<file path="config.mk">
export PLATFORM = sky130hd
export DESIGN_NAME = min_sec_timebase_flat
export DESIGN_NICKNAME = d
export VERILOG_FILES = /design/src/rtl/min_sec_timebase_if.sv /design/src/rtl/min_sec_timebase.sv /design/src/flat_wrapper.sv
export SDC_FILE = /design/constraint.sdc
export NUM_CORES = 1
export LEC_CHECK = 0
export ABC_CLOCK_PERIOD_IN_PS = 2800
export BUFFER_PORTS_ARGS = -buffer_cell sky130_fd_sc_hd__buf_2
export CAP_MARGIN = 20
export CORE_UTILIZATION = 50
export CTS_BUF_LIST = sky130_fd_sc_hd__clkbuf_8
export CTS_CLUSTER_DIAMETER = 100
export DETAILED_ROUTE_END_ITERATION = 8
export GPL_ROUTABILITY_DRIVEN = 0
export PLACE_DENSITY = 0.78
export SETUP_SLACK_MARGIN = 0.1
export SYNTH_ARGS = -nofsm -noshare
export SYNTH_HDL_FRONTEND = slang
export SYNTH_SLANG_ARGS = --single-unit
export TNS_END_PERCENT = 50
</file>
<file path="constraint.sdc">
create_clock -name clk -period 2.8 [get_ports clk]
set_input_delay 0.56 -clock clk [delete_from_list [all_inputs] [get_ports clk]]
set_output_delay 0.56 -clock clk [all_outputs]
set_load 0.02 [all_outputs]
</file>
<file path="src/rtl/min_sec_timebase_if.sv">
// Bundle of front-panel controls and time outputs for min_sec_timebase.
// Ports (signals):
//   run        1  1 = time runs, 0 = adjust mode
//   adj_min_n  1  raw minute-adjust key, active-low, asynchronous
//   sec_clr_n  1  raw seconds-clear key, active-low, asynchronous
//   sec_bcd    8  seconds, BCD
//   min_bcd    8  minutes, BCD
//   sec_tick   1  one-cycle pulse per elapsed second
//   hour_inc   1  one-cycle enable to the hour counter on 59:59 -> 00:00
// The controller side (panel/testbench) uses the master modport; the
// time base itself uses the slave modport.
interface min_sec_timebase_if;
    logic       run;
    logic       adj_min_n;
    logic       sec_clr_n;
    logic [7:0] sec_bcd;
    logic [7:0] min_bcd;
    logic       sec_tick;
    logic       hour_inc;

    modport master (
        output run, adj_min_n, sec_clr_n,
        input  sec_bcd, min_bcd, sec_tick, hour_inc
    );

    modport slave (
        input  run, adj_min_n, sec_clr_n,
        output sec_bcd, min_bcd, sec_tick, hour_inc
    );
endinterface

</file>
<file path="src/rtl/min_sec_timebase.sv">
// Time base and BCD seconds/minutes counters for the digital clock.
// A prescaler divides clk down to a 1 Hz sec_tick; seconds and minutes count
// in BCD and hour_inc pulses once on each 59:59 -> 00:00 rollover.
// Two front-panel keys are synchronized and debounced: adj_min (adds a minute,
// adjust mode only) and sec_clr (clears seconds and restarts the second).
// Ports:
//   clk    in  system clock
//   reset  in  synchronous, active-high reset
//   bus    slave modport of min_sec_timebase_if (run, keys in; time, pulses out)
module min_sec_timebase #(
    parameter int CLK_HZ   = 50000000,
    parameter int DBNC_CYC = 1000000
) (
    input  logic               clk,
    input  logic               reset,
    min_sec_timebase_if.slave  bus
);

    localparam int PW = (CLK_HZ > 1) ? $clog2(CLK_HZ) : 1;
    localparam int DW = (DBNC_CYC > 1) ? $clog2(DBNC_CYC) : 1;
    localparam logic [PW-1:0] PRE_LAST = PW'(CLK_HZ - 1);
    localparam logic [DW-1:0] DB_LAST  = DW'(DBNC_CYC - 1);

    // key index 0 = adj_min, 1 = sec_clr
    logic [1:0]    key_raw;
    logic [1:0]    sync1;
    logic [1:0]    sync2;
    logic [1:0]    deb;
    logic [1:0]    press;
    logic [DW-1:0] db_cnt [2];

    logic [PW-1:0] presc;
    logic          sec_tick_q;
    logic          hour_inc_q;
    logic [7:0]    sec_q;
    logic [7:0]    min_q;
    logic [8:0]    sec_nxt;
    logic [8:0]    min_nxt;
    logic          adj_press;
    logic          clr_press;

    assign key_raw = {bus.sec_clr_n, bus.adj_min_n};

    // Two-flop synchronizer, then a stability filter: the debounced level only
    // follows the synchronized key after DBNC_CYC consecutive differing samples.
    // A press pulse is emitted together with the debounced 1 -> 0 change, so a
    // held key produces exactly one pulse.
    always_ff @(posedge clk) begin
        if (reset) begin
            sync1 <= '1;
            sync2 <= '1;
            deb   <= '1;
            press <= '0;
            for (int i = 0; i < 2; i++) begin
                db_cnt[i] <= '0;
            end
        end else begin
            sync1 <= key_raw;
            sync2 <= sync1;
            for (int i = 0; i < 2; i++) begin
                press[i] <= 1'b0;
                if (sync2[i] == deb[i]) begin
                    db_cnt[i] <= '0;
                end else if (db_cnt[i] == DB_LAST) begin
                    deb[i]    <= sync2[i];
                    db_cnt[i] <= '0;
                    press[i]  <= deb[i];
                end else begin
                    db_cnt[i] <= db_cnt[i] + 1'b1;
                end
            end
        end
    end

    assign adj_press = press[0] & ~bus.run;
    assign clr_press = press[1];

    // A clear or a stopped clock both restart the second from zero and
    // suppress a wrap that would otherwise land on the same edge.
    always_ff @(posedge clk) begin
        if (reset) begin
            presc      <= '0;
            sec_tick_q <= 1'b0;
        end else if (clr_press || !bus.run) begin
            presc      <= '0;
            sec_tick_q <= 1'b0;
        end else if (presc == PRE_LAST) begin
            presc      <= '0;
            sec_tick_q <= 1'b1;
        end else begin
            presc      <= presc + 1'b1;
            sec_tick_q <= 1'b0;
        end
    end

    // BCD increment modulo 60; bit 8 flags the 59 -> 00 wrap.
    // Out-of-range digits fall back to 0.
    function automatic logic [8:0] inc60(input logic [7:0] v);
        logic [3:0] ones;
        logic [3:0] tens;
        logic       wrap;
        ones = v[3:0];
        tens = v[7:4];
        wrap = 1'b0;
        if (ones > 4'd9) begin
            ones = 4'd0;
        end else if (ones == 4'd9) begin
            ones = 4'd0;
            if (tens >= 4'd5) begin
                wrap = (tens == 4'd5);
                tens = 4'd0;
            end else begin
                tens = tens + 4'd1;
            end
        end else begin
            ones = ones + 4'd1;
        end
        if (tens > 4'd5) begin
            tens = 4'd0;
        end
        return {wrap, tens, ones};
    endfunction

    assign sec_nxt = inc60(sec_q);
    assign min_nxt = inc60(min_q);

    // Counters advance on the edge that drops sec_tick, so hour_inc lines up
    // with the first cycle showing 00:00. A clear on that edge wins.
    always_ff @(posedge clk) begin
        if (reset) begin
            sec_q      <= 8'h00;
            min_q      <= 8'h00;
            hour_inc_q <= 1'b0;
        end else begin
            hour_inc_q <= 1'b0;
            if (clr_press) begin
                sec_q <= 8'h00;
            end else if (sec_tick_q) begin
                sec_q <= sec_nxt[7:0];
                if (sec_nxt[8]) begin
                    min_q      <= min_nxt[7:0];
                    hour_inc_q <= min_nxt[8];
                end
            end else if (adj_press) begin
                min_q <= min_nxt[7:0];
            end
        end
    end

    assign bus.sec_bcd  = sec_q;
    assign bus.min_bcd  = min_q;
    assign bus.sec_tick = sec_tick_q;
    assign bus.hour_inc = hour_inc_q;

endmodule

</file>
<file path="src/flat_wrapper.sv">
// flat-port wrapper written by rule: the top's interface ports become plain ports
module min_sec_timebase_flat 
#(
    parameter int CLK_HZ   = 50000000,
    parameter int DBNC_CYC = 1000000
)
  (clk, reset, bus_run, bus_adj_min_n, bus_sec_clr_n, bus_sec_bcd, bus_min_bcd, bus_sec_tick, bus_hour_inc);
  min_sec_timebase_if bus_i ();
  input  logic clk;
  input  logic reset;
  input wire logic [$bits(bus_i.run)-1:0] bus_run;
  input wire logic [$bits(bus_i.adj_min_n)-1:0] bus_adj_min_n;
  input wire logic [$bits(bus_i.sec_clr_n)-1:0] bus_sec_clr_n;
  output wire logic [$bits(bus_i.sec_bcd)-1:0] bus_sec_bcd;
  output wire logic [$bits(bus_i.min_bcd)-1:0] bus_min_bcd;
  output wire logic [$bits(bus_i.sec_tick)-1:0] bus_sec_tick;
  output wire logic [$bits(bus_i.hour_inc)-1:0] bus_hour_inc;
  assign bus_i.run = bus_run;
  assign bus_i.adj_min_n = bus_adj_min_n;
  assign bus_i.sec_clr_n = bus_sec_clr_n;
  assign bus_sec_bcd = bus_i.sec_bcd;
  assign bus_min_bcd = bus_i.min_bcd;
  assign bus_sec_tick = bus_i.sec_tick;
  assign bus_hour_inc = bus_i.hour_inc;
  min_sec_timebase #(.CLK_HZ(CLK_HZ), .DBNC_CYC(DBNC_CYC)) u_core (.clk(clk), .reset(reset), .bus(bus_i));
endmodule
</file>
==> results.md, run 1 <==
* Ratio of cells with drive above 1 in the final layout at 9.86%
* GRT overflow at 0
* Setup crit end kind: flop
* Vias per inst at 5.63
* Cell Chain, Critical Path: or4_1, or4_1, o211ai_2, buf_4, nor2_1
* Fin crit share at 82.2%
* Worst slew margin at 51.0%
* Largest cells by area after synthesis: edfxtp_1 (24%), dfxtp_1 (21%), nor2_1 (4.5%)
* Worst path bufs/invs at 1
* Status: complete, no violations
* FP Rows at 35
* Die ar. at 0.0103 sq mm
* Commonest non-fill, non-tap cell in the layout: nor2_1
* WP data required at 2.91 ns
* Slew @ Worst Pin at 0.716 ns
* TritonCTS buffer count at 9
* WP data arrival at 2.41 ns
* Reg clk slew, reported paths at 0.09 ns
* Total GRT Usage at 20.1%
* Largest net degree at the start of global routing at 27
* Design area at 0.00552 sq mm
* Post-Syn Area per Cell at 9.38 sq um
* Most used cells in the layout excluding fill and tap cells: nor2_1 (60), dfxtp_1 (52), edfxtp_1 (40), conb_1 (40)
* Hold_buf cts at 0
* DR pass1 iterations at 4
* Final Instance Count excl. Fillers at 717
* Cell taking the most area after synthesis: edfxtp_1
* Total of max-cap violations at 0
* Post-CTS Setup Inserts at 0
* Root Buffer Master: clkbuf_8
* Initial core utilization at 52.6%
* Ys Warns at 0
* EDFF count, synth at 40
* Die height at 102 um
* WL/cell at 13.5 um
* Core area at 0.00942 sq mm
* H-tree depth at 3
* Slew Viols, Final at 0
* Fmax at 435 MHz
* Final setup TNS at 0 ns
* Dpl cells at 701
* DR iter-0 viols at 165
* Initial antenna violation count at 0
* P per Cell Area at 466 mW/mm^2
* Synth Register Bits at 92
* Cells after Synth at 528
* Crit Path Class: flop to flop
* Clock Latency Late Sink at 0.35 ns
* Placed Area at 0.00529 sq mm
* Clock buffer depth at 2
* Routed vias at 4039
* CP top delay family: simple AND/OR/NAND/NOR gates
* Clk sinks at 92
* Area delta synth->final at 11.4%
* CP peak stage delay at 0.56 ns
* I/O pins at 23
* Slowest cell on crit path: or4_1
* Final Power at 0.00257 W
* Antenna Nets Post-Route at 0
* Predominant post-synthesis flop cell: dfxtp_1
* PortBufs at 22
* Final Hold Fails at 0
* Nets at 603
* Vias in the first global route at 3752
* N_diodes at 0
* RSZ-0062 raised after global routing: false
* Synth unique cells at 60
* Most Frequent Cell on Critical Path: or4_1
* HP Class: primary input to flop
* Final setup fails at 0
* Die Width at 102 um
* Ys async rst share at 0%
* Dpl hpwl at 6.85 mm
* First-pass GRT wire length at 16.9 mm
* Peak VDD IR at 0.000273 V
* Register area share after synthesis at 45.3%
* CP Launch Type: flop
* Worst-path maximum fanout at 20
* Post-route minimum period at 2.30 ns
* Post-Route WL at 9.70 mm
* Syn Std Cell Area at 0.00495 sq mm
* Residual DRC at 0
* Leakage at 1.94 nW
* Skew final at 0.0104 ns
* Fin Hold WS at 0.404 ns
* TritonCTS clock tree: built
* CTS resizes at 0
* Synth top area share at 24.2%
-- registers in the layout, summed over array words and instances, names as in the netlist --
| signal | count |
|---|---|
| u_core.deb | 2 |
| u_core.db_cnt | 40 |
| u_core.sync2 | 2 |
| u_core.bus.sec_tick | 1 |
| u_core.bus.min_bcd | 8 |
| u_core.bus.sec_bcd | 8 |
| u_core.bus.hour_inc | 1 |
| u_core.press | 2 |
| u_core.sync1 | 2 |
| u_core.presc | 26 |
-- final timing paths --
path / startpoint / to / slack (ns) / cells past startpoint
worst max register to register: u_core.db_cnt[0][13] / u_core.db_cnt[0][12] / 0.50 / 5
worst max-delay path: u_core.db_cnt[0][13] / u_core.db_cnt[0][12] / 0.50 / 5
worst min register to register: u_core.sync1[0] / u_core.sync2[0] / 0.41 / 1
worst min-delay path: bus_adj_min_n / u_core.sync1[0] / 0.40 / 2
-- metrics by stage --
stage	worst slack (ns)	util, %
after floorplan	0.677	-
after global placement	0.565	56.2
after detailed placement	0.485	56.2
after CTS	0.483	58.6
after global routing	0.386	58.6
final	0.499	58.6
-- synth_stat cells (3+ instances only) --
cell type  count
edfxtp_1      40
o32ai_1        3
xor2_1        24
o31ai_1       15
xnor2_1       17
or3b_2         3
inv_1         26
nand2_1       28
nor4_1         7
buf_6          4
and3_1         6
and2_1         8
nand4_1       28
clkbuf_1      13
or4_1         19
nor3_1         4
o21ai_0       20
dfxtp_1       52
a211oi_1       5
a21oi_1       28
nand2b_1       4
nor2_1        60
or2_2          6
buf_2          4
ha_1          15
or3_1         13
nand3_1       28
and4_1         7
nor4b_1        3
-- area by class of cell --
class / instances / area [sq um]
Fill cell: 808 / 3900
Clock inverter: 5 / 80.1
Sequential cell: 92 / 2240
Timing Repair Buffer: 26 / 140
Clock buffer: 11 / 151
Tap cell: 129 / 161
Inverter: 26 / 97.6
Multi-Input combinational cell: 428 / 2650
-- worst register-to-register path, cell delays in order, from the launching register on --
cell      delay [ns]
edfxtp_1        0.44
or4_1           0.56
or4_1           0.56
o211ai_2        0.16
buf_4           0.25
nor2_1          0.08
-- cells by family (layout without fill, tap and decap cells) --
kind of cell               after synthesis  in the layout  share of synthesized area, %
buffers and inverters                   47             68                          4.27
and+or+nand+nor                        239            239                          27.0
AOI/OAI and AO/OA                       93             93                          12.4
xor gates and xnor gates                41             41                          7.25
DFF                                     92             92                          45.3
other                                    1             40                        0.0757
adders and majority gates               15             15                          3.79
-- report_power, final --
group / switching [W] / internal, W
Combinational: 0.0000509 / 0.0000296
Clock: 0.000477 / 0.000555
Sequential: 0.0000309 / 0.00143
-- layer usage --
| metal | part of all wire [%] | wire (um) | track usage [%] | vias to the layer above |
|---|---|---|---|---|
| li1 | - | - | - | 2027 |
| met1 | 47 | 4560 | 25.9 | 1950 |
| met2 | 49 | 4750 | 34.5 | 53 |
| met3 | 3.0 | 289 | 4.14 | 9 |
| met4 | 0.98 | 95 | 5.35 | 0 |
| met5 | 0 | 0 | 0 | - |
(Power assumes the default switching activity.)
==> run 2: changes to the inputs <==
--- a/config.mk
+++ b/config.mk
@@ -5,7 +5,8 @@
 export SDC_FILE = /design/constraint.sdc
 export NUM_CORES = 1
 export LEC_CHECK = 0
-export ABC_CLOCK_PERIOD_IN_PS = 2800
+export ABC_AREA = 1
+export ABC_CLOCK_PERIOD_IN_PS = 1950
 export BUFFER_PORTS_ARGS = -buffer_cell sky130_fd_sc_hd__buf_2
 export CAP_MARGIN = 20
 export CORE_UTILIZATION = 50
@@ -13,7 +14,7 @@
 export CTS_CLUSTER_DIAMETER = 100
 export DETAILED_ROUTE_END_ITERATION = 8
 export GPL_ROUTABILITY_DRIVEN = 0
-export PLACE_DENSITY = 0.78
+export PLACE_DENSITY = 0.8
 export SETUP_SLACK_MARGIN = 0.1
 export SYNTH_ARGS = -nofsm -noshare
 export SYNTH_HDL_FRONTEND = slang
==> constraint.sdc (replaced) <==
create_clock -name clk -period 1.95 [get_ports clk]
set_input_delay 0.39 -clock clk [delete_from_list [all_inputs] [get_ports clk]]
set_output_delay 0.39 -clock clk [all_outputs]
set_load 0.02 [all_outputs]
==> run 2 against run 1 <==
  * Clock power increased by 42%
  * Sequential power is 42% higher
  * Global-route usage rose by 0.67 points
  * Design area increased by 10%
  * Via count up 16%
  * Critical endpoint is now u_core.db_cnt[0][17]
  * Cell count increased by 24%
  * Synthesized cell count up 26%
  * Core utilization increased by 2.4 points
==> results.md, run 2 <==
* Clk sinks at 92
* Synth Register Bits at 92
* Post-route minimum period at 1.79 ns
* Slew @ Worst Pin at 0.967 ns
* Final Hold Fails at 0
* Crit Path Class: flop to flop
* Fill cells at 812
* WP data required at 2.08 ns
* Ys async rst share at 0%
* Worst path bufs/invs at 2
* Final setup fails at 0
* Slew Viols, Final at 0
* I/O pins at 23
* GRT overflow at 0
* Cell taking the most area after synthesis: edfxtp_1
* Cell with the most instances after synthesis: nand2_1
* Peak VDD IR at 0.000454 V
* Ratio of cells with drive above 1 in the final layout at 16.6%
* RSZ-0062 raised after global routing: true
* TritonCTS buffer count at 9
* Die height at 104 um
* Leakage at 2.40 nW
* CP peak stage delay at 0.39 ns
* Nets at 770
* Reg-to-reg endpoint: u_core.db_cnt[0][17]
* Synth top area share at 23.1%
* Reg2Reg Depth at 9
* Status: complete, no violations
* Top post-synthesis cells by count: nand2_1 (131), inv_1 (89), nor2_1 (85)
* Worst r2r src: u_core.db_cnt[0][0]
* Root Buffer Master: clkbuf_8
* DR pass1 iterations at 5
* Core area at 0.00995 sq mm
* Vias per inst at 5.26
* Post-Syn Area per Cell at 7.81 sq um
* Synth unique cells at 42
* Predominant post-synthesis flop cell: dfxtp_1
* Die Width at 104 um
* Fmax at 560 MHz
* Skew final at 0.0110 ns
* PortBufs at 22
* Hold_buf cts at 0
* FP Rows at 36
* Routed vias at 4668
* WL/cell at 13.0 um
* Die ar. at 0.0108 sq mm
* EDFF count, synth at 40
* Levels on crit path at 9
* Most used cells in the layout excluding fill and tap cells: nand2_1 (131), inv_1 (89), nor2_1 (83)
* Vias in the first global route at 4391
* Cells after Synth at 667
* Worst Hold Endpoint: u_core.sync1[1]
* Area of the multi-input gates at 0.00284 sq mm
* Hold Path Origin: bus_sec_clr_n
* P per Cell Area at 609 mW/mm^2
* Clock buffer depth at 2
* Residual DRC at 0
* N_diodes at 0
* CP top delay family: simple AND/OR/NAND/NOR gates
* Largest regs: u_core.db_cnt x40, u_core.presc x26
* Total GRT Usage at 20.8%
* Largest register FFs at 40
* DR iter-0 viols at 376
* Worst slew margin at 35.6%
* Final setup TNS at 0 ns
* Syn Std Cell Area at 0.00521 sq mm
* Largest net degree at the start of global routing at 25
* Antenna Nets Post-Route at 0
* Fin crit share at 91.6%
* CP Launch Type: flop
* Largest Register: u_core.db_cnt
* Placed Area at 0.00563 sq mm
* Setup crit end kind: flop
* Initial core utilization at 52.3%
* Largest cells by area after synthesis: edfxtp_1 (23%), dfxtp_1 (20%), nand2_1 (9.4%)
* Register Area at 0.00225 sq mm
* Cell Chain, Critical Path: ha_2, nand2_1, nor2_2, inv_1, nor2_4, nand3_2, nand3_4, clkbuf_16, nor2_1
* Register area share after synthesis at 43.0%
* H-tree depth at 3
* Reg clk slew, reported paths at 0.10 ns
* Worst Hold Path Cells at 2
* TritonCTS clock tree: built
* Ys Warns at 0
* Post-Route WL at 11.6 mm
* Slowest cell on crit path: edfxtp_1
* Clock Latency Late Sink at 0.36 ns
* Design area at 0.00607 sq mm
* Dpl hpwl at 7.90 mm
* Worst-path maximum fanout at 10
* Total of max-cap violations at 0
* WP data arrival at 1.91 ns
* First-pass GRT wire length at 18.8 mm
* Final Power at 0.00370 W
* Initial antenna violation count at 0
* Commonest non-fill, non-tap cell in the layout: nand2_1
* Area delta synth->final at 16.5%
* Flop-to-flop setup slack at 0.16 ns
* HP Class: primary input to flop
## run 2: logic make-up after synthesis
logic type	Yosys count	share of synthesized area, %
flops	92	43.0
xor+xnor	26	4.37
compound gates	60	6.80
buf+inv	104	8.19
other cells	1	0.0720
simple gates	369	33.9
fa+ha+maj	15	3.60
## run 2: cell type report
class	count	area share [%]
multi-input combinational	515	46.7
timing repair buffer	35	3.92
inverter	97	6.00
sequential	92	37.0
clock buffer	9	2.04
tap	133	2.74
clock inverter	7	1.59
## run 2: worst max path at each step
stage                                     start               endpoint  slack, ns
after floorplan           u_core.bus.sec_bcd[0]  u_core.bus.min_bcd[2]       0.31
after global placement    u_core.bus.sec_bcd[0]  u_core.bus.min_bcd[2]       0.24
after detailed placement    u_core.db_cnt[1][0]   u_core.db_cnt[1][14]       0.16
after CTS                   u_core.db_cnt[1][0]   u_core.db_cnt[1][14]       0.15
after global routing        u_core.db_cnt[0][0]    u_core.db_cnt[0][9]       0.06
final                       u_core.db_cnt[0][0]   u_core.db_cnt[0][17]       0.16
## run 2: metal layers
| metal | vias up | track usage (%) | wire, um |
|---|---|---|---|
| met4 | 0 | 5.20 | 166 |
| li1 | 2313 | - | - |
| met1 | 2180 | 26.9 | 5190 |
| met5 | - | 0 | 0 |
| met2 | 155 | 35.8 | 5530 |
| met3 | 20 | 3.82 | 681 |
## run 2: stage by stage
stage          std cells  util [%]  hold slack [ns]  setup slack (ns)
2_1_floorplan        706         -            0.389             0.311
3_3_place_gp         860      56.5            0.400             0.240
3_5_place_dp         860      56.5            0.412             0.162
4_1_cts              876      58.7            0.198             0.146
5_1_grt              888      61.0            0.205            0.0592
6_report             888      61.0            0.208             0.164
## run 2: repair_timing
| action | in CTS | in global routing |
|---|---|---|
| gates resized for setup | 0 | 22 |
| buffers inserted | 0 | 6 |
| endpoints found under the setup margin | 0 | 71 |
## run 2: where the power goes
group	leakage, nW	total (W)	internal, W	switching [W]
Sequential	0.834	0.00208	0.00205	0.0000348
Clock	0.114	0.00146	0.000733	0.000723
Combinational	1.46	0.000157	0.0000528	0.000104
